`src/rtl/pb_press_classifier.sv`:
```
`default_nettype none
// ============================================================================
// Module   : pb_press_classifier
// Brief    : Classifies debounced push-button presses into press / short /
//            long / auto-repeat / release pulses, plus held level and count.
// Revision : 1.0 - initial release
// ============================================================================
module pb_press_classifier #(
  parameter int LONG_CYCLES   = 8,
  parameter int REPEAT_CYCLES = 4,
  parameter int REPEAT_EN     = 1,
  parameter int CNT_W         = 16
) (
  input  logic       clk,
  input  logic       rst_n,
  input  logic       pb_debounced,
  output logic       press_pulse,
  output logic       short_pulse,
  output logic       long_pulse,
  output logic       repeat_pulse,
  output logic       release_pulse,
  output logic       held,
  output logic [7:0] press_cnt
);

  localparam logic [1:0] ST_IDLE    = 2'd0;
  localparam logic [1:0] ST_PRESSED = 2'd1;
  localparam logic [1:0] ST_HELD    = 2'd2;

  localparam logic [CNT_W-1:0] c_long_last = CNT_W'(LONG_CYCLES - 1);
  localparam logic [CNT_W-1:0] c_rpt_last  = CNT_W'(REPEAT_CYCLES - 1);
  localparam logic [CNT_W-1:0] c_one       = CNT_W'(1);

  logic [1:0]       r_state;
  logic             r_pb_prev;
  logic [CNT_W-1:0] r_hold_cnt;
  logic [CNT_W-1:0] r_rpt_cnt;

  logic [1:0]       w_state_nxt;
  logic [CNT_W-1:0] w_hold_nxt;
  logic [CNT_W-1:0] w_rpt_nxt;
  logic [7:0]       w_cnt_nxt;
  logic             w_press;
  logic             w_short;
  logic             w_long;
  logic             w_repeat;
  logic             w_release;
  logic             w_press_edge;

  // pb_prev clears on reset, so a level already high at reset release is a press
  assign w_press_edge = pb_debounced & ~r_pb_prev;

  always_comb begin
    w_state_nxt = r_state;
    w_hold_nxt  = r_hold_cnt;
    w_rpt_nxt   = r_rpt_cnt;
    w_cnt_nxt   = press_cnt;
    w_press     = 1'b0;
    w_short     = 1'b0;
    w_long      = 1'b0;
    w_repeat    = 1'b0;
    w_release   = 1'b0;
    case (r_state)
      ST_IDLE: begin
        if (w_press_edge) begin
          w_state_nxt = ST_PRESSED;
          w_hold_nxt  = c_one;
          w_press     = 1'b1;
          w_cnt_nxt   = press_cnt + 8'd1;
        end
      end
      ST_PRESSED: begin
        if (!pb_debounced) begin
          w_state_nxt = ST_IDLE;
          w_short     = 1'b1;
          w_release   = 1'b1;
        end else if (r_hold_cnt == c_long_last) begin
          w_state_nxt = ST_HELD;
          w_long      = 1'b1;
          w_rpt_nxt   = '0;
        end else begin
          w_hold_nxt = r_hold_cnt + c_one;
        end
      end
      ST_HELD: begin
        if (!pb_debounced) begin
          w_state_nxt = ST_IDLE;
          w_release   = 1'b1;
        end else if (REPEAT_EN != 0) begin
          if (r_rpt_cnt == c_rpt_last) begin
            w_repeat  = 1'b1;
            w_rpt_nxt = '0;
          end else begin
            w_rpt_nxt = r_rpt_cnt + c_one;
          end
        end
      end
      default: w_state_nxt = ST_IDLE;
    endcase
  end

  always_ff @(posedge clk or negedge rst_n) begin
    if (!rst_n) begin
      r_state       <= ST_IDLE;
      r_pb_prev     <= 1'b0;
      r_hold_cnt    <= '0;
      r_rpt_cnt     <= '0;
      press_pulse   <= 1'b0;
      short_pulse   <= 1'b0;
      long_pulse    <= 1'b0;
      repeat_pulse  <= 1'b0;
      release_pulse <= 1'b0;
      held          <= 1'b0;
      press_cnt     <= 8'd0;
    end else begin
      r_state       <= w_state_nxt;
      r_pb_prev     <= pb_debounced;
      r_hold_cnt    <= w_hold_nxt;
      r_rpt_cnt     <= w_rpt_nxt;
      press_pulse   <= w_press;
      short_pulse   <= w_short;
      long_pulse    <= w_long;
      repeat_pulse  <= w_repeat;
      release_pulse <= w_release;
      held          <= (w_state_nxt != ST_IDLE);
      press_cnt     <= w_cnt_nxt;
    end
  end

endmodule
`default_nettype wire

```
`config.mk`:
```
export PLATFORM = sky130hd
export DESIGN_NAME = pb_press_classifier
export DESIGN_NICKNAME = d
export VERILOG_FILES = /design/src/rtl/pb_press_classifier.sv
export SDC_FILE = /design/constraint.sdc
export NUM_CORES = 1
export LEC_CHECK = 0
export ABC_AREA = 1
export BUFFER_PORTS_ARGS = -buffer_cell sky130_fd_sc_hd__buf_4
export CELL_PAD_IN_SITES_DETAIL_PLACEMENT = 1
export CELL_PAD_IN_SITES_GLOBAL_PLACEMENT = 1
export CORE_MARGIN = 3
export CORE_UTILIZATION = 33
export CTS_CLUSTER_SIZE = 10
export DETAILED_ROUTE_END_ITERATION = 8
export GPL_ROUTABILITY_DRIVEN = 0
export PLACE_DENSITY = 0.6
export SKIP_LAST_GASP = 1
export SYNTH_ARGS = -nofsm -noshare
export SYNTH_HDL_FRONTEND = slang
export SYNTH_SLANG_ARGS = --single-unit
```
`constraint.sdc`:
```
create_clock -name clk -period 1.75 [get_ports clk]
set_clock_uncertainty 0.2 [all_clocks]
set_input_delay 0.2625 -clock clk [delete_from_list [all_inputs] [get_ports clk]]
set_output_delay 0.2625 -clock clk [all_outputs]
set_load 0.02 [all_outputs]
```
After elaboration in Yosys (flattened, before gate mapping)
Index checks and enable logic that the tools add are counted.
Storage, ports and cells
  register bits after elaboration: 49
  bits of input ports: 3
  output and inout port bits: 14
  word-level logic and storage cells: 58
Operators by class
  add/subtract/negate cells: 3
  equality and inequality tests: 9
  multiplexer cells: 25
  bitwise operators: 2
  reductions and logical operators: 8
Operator list (number)
  $mux 16: 7
  $pmux 16 s2: 2
  $add 16x1->16 const B: 2
  $eq 16x2->1 const B: 1
  $eq 16x3->1 const B: 1
  $mux 1: 11
  $ne 2x2->1 const B: 5
  $add 8x1->8 const B: 1
  $mux 2: 4
  $reduce_and 4->1: 2
  $pmux 2 s3: 1
  $reduce_bool 2->1: 3
  $eq 2x1->1 const B: 1
  $eq 2x2->1 const B: 1
  $logic_not 2->1: 1
  $reduce_and 2->1: 1
  $reduce_or 2->1: 1
  $and 1x1->1: 1
  $not 1->1: 1

Depth between registers and ports, before layout
  word-level depth: 5
  gate-level depth with buffers: 11
  depth with buffers taken out: 11

Worst setup path before layout
Ideal clock, no wire load.
  path type: reg-to-reg
  start: register r_state[1]
  end: register r_hold_cnt[6]
  setup time: 65 ps
  data arrival time: 1521 ps
  required time: 1485 ps
  slack: -37 ps
  cell stages (with the launch flop): 11
  path buffers: 1
  clock period less this slack: 1787 ps
  path through: dfrtp_1 -> inv_1 -> ha_1 -> inv_2 -> nor2_2 -> nor3_4 -> nand2_1 -> nand2_1 -> buf_4 -> nand3_1 -> nand2_1
On the way
  cells in the longest elaborated chain, start to end: 3
  elaborated cells on any way between the ends: 8
  those cells by class: 4 x eq/ne; 1 x mux; 3 x reduce/logical
Ends and longest elaborated chain
  start: declaration: line 34  | logic [1:0] r_state;
  start signal: assignment: line 116  | r_state <= w_state_nxt;
  $eq 2x1->1 or $logic_not 2->1 (tied branches): line 63  | case (r_state)
  $ne 2x2->1 (no source line) or $reduce_bool 2->1 (tied branches)
  $reduce_and 4->1 (no source line)
  end signal: assignment: line 118  | r_hold_cnt <= w_hold_nxt;
  end: declaration: line 36  | logic [CNT_W-1:0] r_hold_cnt;
Several ways; a longest one is shown, not always the timed one.
A chain may end at the register's enable or synchronous reset.

Worst setup path in the final report
  start: register r_state[0]
  end: register r_rpt_cnt[8]
On the way
  cells in the longest elaborated chain, start to end: 3
  elaborated cells on any way between the ends: 8
  those cells by class: 5 x eq/ne; 1 x mux; 2 x reduce/logical
Ends and longest elaborated chain
  $eq 2x1->1 or $eq 2x2->1 (tied branches): line 63
  $ne 2x2->1 (no source line) or $reduce_bool 2->1 (tied branches)
  $reduce_and 4->1 (no source line)
  end signal: assignment: line 119  | r_rpt_cnt <= w_rpt_nxt;
  end: declaration: line 37  | logic [CNT_W-1:0] r_rpt_cnt;
Several ways; a longest one is shown, not always the timed one.

==> summary.txt <==
Outcome
  – Outcome: finished, violations left
  – Failing checks: negative setup slack

Critical path
  – WP data arrival: between 1.5 and 2 ns
  – R2R Path Start: r_state[0]
  – Reg2reg setup slack: -0.02 ns
  – Critical Path Slowest Stage Cell: dfrtp_2
  – Worst setup path end: r_rpt_cnt[8]
  – Cell Chain, Critical Path: inv_2 -> buf_4 -> ha_1 -> nand2_1 -> nand2_2 -> a21boi_2 -> buf_6 -> nand2_1 -> nand2_1
  – Crit. path cell count: 9
  – Worst setup path class: reg2reg
  – Worst path buffer plus inverter count: 3
  – Worst setup SP type: flip-flop
  – Worst setup EP type: flip-flop
  – Worst flop-to-flop path endpoint: r_rpt_cnt[8]
  – CP peak stage delay: around 0.42 ns
  – Critical Path RT: between 1.5 and 2 ns
  – CP Launch Point: r_state[0]
  – Top delay family on crit path: flip-flops
  – CP max FO: 8
  – CP dominant cell by count: nand2_1
  – Reg2Reg Depth: 9

Pwr
  – Power Total: 4.00 mW
  – Internal power: about 2.5 mW
  – P_sw: about 1.5 mW
  – Clock share of power: between 20% and 30%
  – Pwr dens: between 900 and 1000 nW/µm²
  – Leakage power: 1.89 nW
  – Maximum vdd drop: 0.633 mV
  – Sequential Power Share: 35.4%
  – Comb power frac: 43.7%
  – Switching Share: a little under two fifths

Yosys
  – #FFs+latches synth: between 40 and 50
  – Cell Area, Synth: approximately 2900 µm²
  – Synth unique cells: 31
  – Post-Syn Instances: about 400
  – Area leader, netlist: dfrtp_1
  – YS warnings: 0
  – Post-synth top area share: between 40% and 50%
  – Main area contributors after synthesis: dfrtp_1 (42%), nand2_1 (16%), nor2_1 (7.9%), nand3_1 (7.0%), inv_1 (5.0%)
  – Syn avg cell area: 7.21 µm²
  – Register area share after synthesis: a little over two fifths
  – Syn Nets: ~410

Detailed routing
  – Final ANT Viol Nets: 0
  – DR iter-0 viols: between 80 and 90
  – Vias per Instance: roughly 4.8
  – Detailed-route via count: 2800
  – Remaining routing DRC violations: 0
  – Avg WL per Cell: ~15 µm
  – Final Routed Wirelength: ~8500 µm
  – Drt first pass iters: 4

Min path
  – Min-Delay Path Depth: 1
  – Worst hold path type: reg2reg

Timing
  – Final number of hold-violating endpoints: 0
  – Min Hold Slack: 0.277 ns
  – Crit share post-route: 101%
  – Final worst slack: -0.0243 ns
  – Slew Viols, Final: 0
  – Setup-failing EPs final: 8
  – Min cycle time layout: between 1.5 and 2 ns
  – Worst-Margin Slew: between 0.6 and 0.7 ns
  – RSZ-0062 raised after global routing: true
  – Max_slew headroom: about 57%
  – FMAX: 0.564 GHz

Floorplan
  – Die height: approximately 100 µm
  – Die width: between 90 and 100 µm
  – Core area: 8380 µm²
  – DIE AREA: approximately 10000 µm²
  – Rows: 33
  – Initial core utilization: between 30% and 40%
  – IO Pins: 17

Cells and area
  – Leading cell type in the layout, fill and taps excluded: nand2_1
  – Share of cells above drive strength 1: between 20% and 30%
  – ANT cells: 0
  – Final #Nets: 490
  – Commonest non-fill, non-tap cells in the layout: nand2_1 (107), buf_4 (61), nor2_1 (53)
  – Layout area overhead: 38.1%

Clock network
  – Root buf cell: clkbuf_8
  – H-tree lvl count: 2
  – Cts bufs inserted: 5
  – Worst-Skew Late Latency: roughly 0.31 ns
  – Clock tree buffer depth: 2
  – CTS sink cnt: a little under 50
  – Worst-path clk slew: roughly 0.090 ns
  – CTS tree: built

Placed design
  – Place WS: -0.113 ns
  – Number of port buffers: 16
  – Dpl hpwl: 5940 µm

Global routing
  – GRT Util Overall: between 10% and 20%
  – Vias in the first global route: 2802
  – Initial antenna violation count: 0
  – Largest net degree at the start of global routing: 50
  – Global route overflow: 0
  – First-pass GRT wire length: roughly 14000 µm

Run
  – Max cap viols: 0
## flip-flops by register name, indices dropped and copies added, names as in the netlist
| signal | count |
|---|---|
| press_cnt | 8 |
| press_pulse | 1 |
| short_pulse | 1 |
| release_pulse | 1 |
| long_pulse | 1 |
| held | 1 |
| r_pb_prev | 1 |
| r_state | 2 |
| r_rpt_cnt | 16 |
| r_hold_cnt | 16 |
| repeat_pulse | 1 |
## repair_timing
| action | 4_1_cts | 5_1_grt |
|---|---|---|
| endpoints found under the setup margin | 34 | 38 |
| hold buffers | 2 | 0 |
| setup buffers | 3 | 5 |
| gates resized for setup | 12 | 72 |
| hold endpoints to repair | 51 | 0 |
| gates cloned | 0 | 3 |
| pin swaps | 2 | 10 |
## per-layer routing
layer / wire length (µm) / global-route usage, % / vias to the layer above
met1: 4530 / 25.9 / 1337
met2: 3770 / 26.8 / 22
li1: - / - / 1435
met5: 0 / 0 / -
met3: 156 / 2.85 / 6
met4: 78 / 4.46 / 0
## power groups by stage
stage,logic (mW),clock network (mW),registers [mW]
global route,1.91,0.906,1.44
finish,1.75,0.834,1.42
floorplan,0.613,0,1.50
CTS,1.42,0.864,1.40
detailed placement,1.36,0,1.41
global placement,1.34,0,1.41
## worst register-to-register path: stages (launching register included)
cell and delay, ns:
dfrtp_2 0.42, inv_2 0.07, buf_4 0.13, ha_1 0.20
nand2_1 0.09, nand2_2 0.13, a21boi_2 0.19, buf_6 0.14
nand2_1 0.06, nand2_1 0.05
## cell type report
| cell class | count | area [µm²] |
|---|---|---|
| well taps | 105 | 131 |
| repair buffers | 75 | 667 |
| multi-input cells | 308 | 1740 |
| fillers | 1055 | 4360 |
| flip-flops and latches | 49 | 1230 |
| clock buffers | 5 | 68.8 |
| clock inverters | 2 | 35.0 |
| inverters | 41 | 159 |
## synth_stat cells (all sizes together)
master / instances
a21boi: 1
a21oi: 2
buf: 4
clkbuf: 2
clkinv: 1
dfrtp: 49
ha: 7
inv: 40
nand2: 128
nand3: 42
nand3b: 3
nand4: 9
nor2: 64
nor3: 5
nor3b: 1
nor4: 1
o21ai: 28
o21bai: 1
xnor2: 5
xor2: 11
## kinds of logic (layout without fill, tap and decap cells)
kind of cell               count (synthesis)  count (layout)  synth area share (%)
and+or+nand+nor                          253             253                  37.4
DFF                                       49              49                  42.1
buffers and inverters                     47             123                  6.53
AOI/OAI and AO/OA                         32              32                  6.18
xor gates and xnor gates                  16              16                  4.81
adders and majority gates                  7               7                  3.01
## worst min-delay path by stage
| stage | start | end | slack (ns) |
|---|---|---|---|
| floorplan | rst_n | held | -0.23 |
| global placement | rst_n | r_rpt_cnt[13] | 0.14 |
| detailed placement | rst_n | r_rpt_cnt[13] | 0.15 |
| CTS | press_cnt[7] | press_cnt[7] | 0.29 |
| global route | press_cnt[7] | press_cnt[7] | 0.31 |
| finish | press_cnt[7] | press_cnt[7] | 0.28 |
## stage by stage
step / instances / util (%) / TNS [ns] / instance area (µm²)
after floorplan: 404 / - / 0 / 2910
after detailed placement: 567 / 42.1 / -1.32 / 3530
after global routing: 585 / 48.0 / -2.77 / 4030
after global placement: 567 / 42.1 / -0.277 / 3530
final: 585 / 48.0 / -0.0914 / 4030
after CTS: 579 / 44.1 / -0.00986 / 3700
Note: power is estimated with default switching activity, not from simulation.
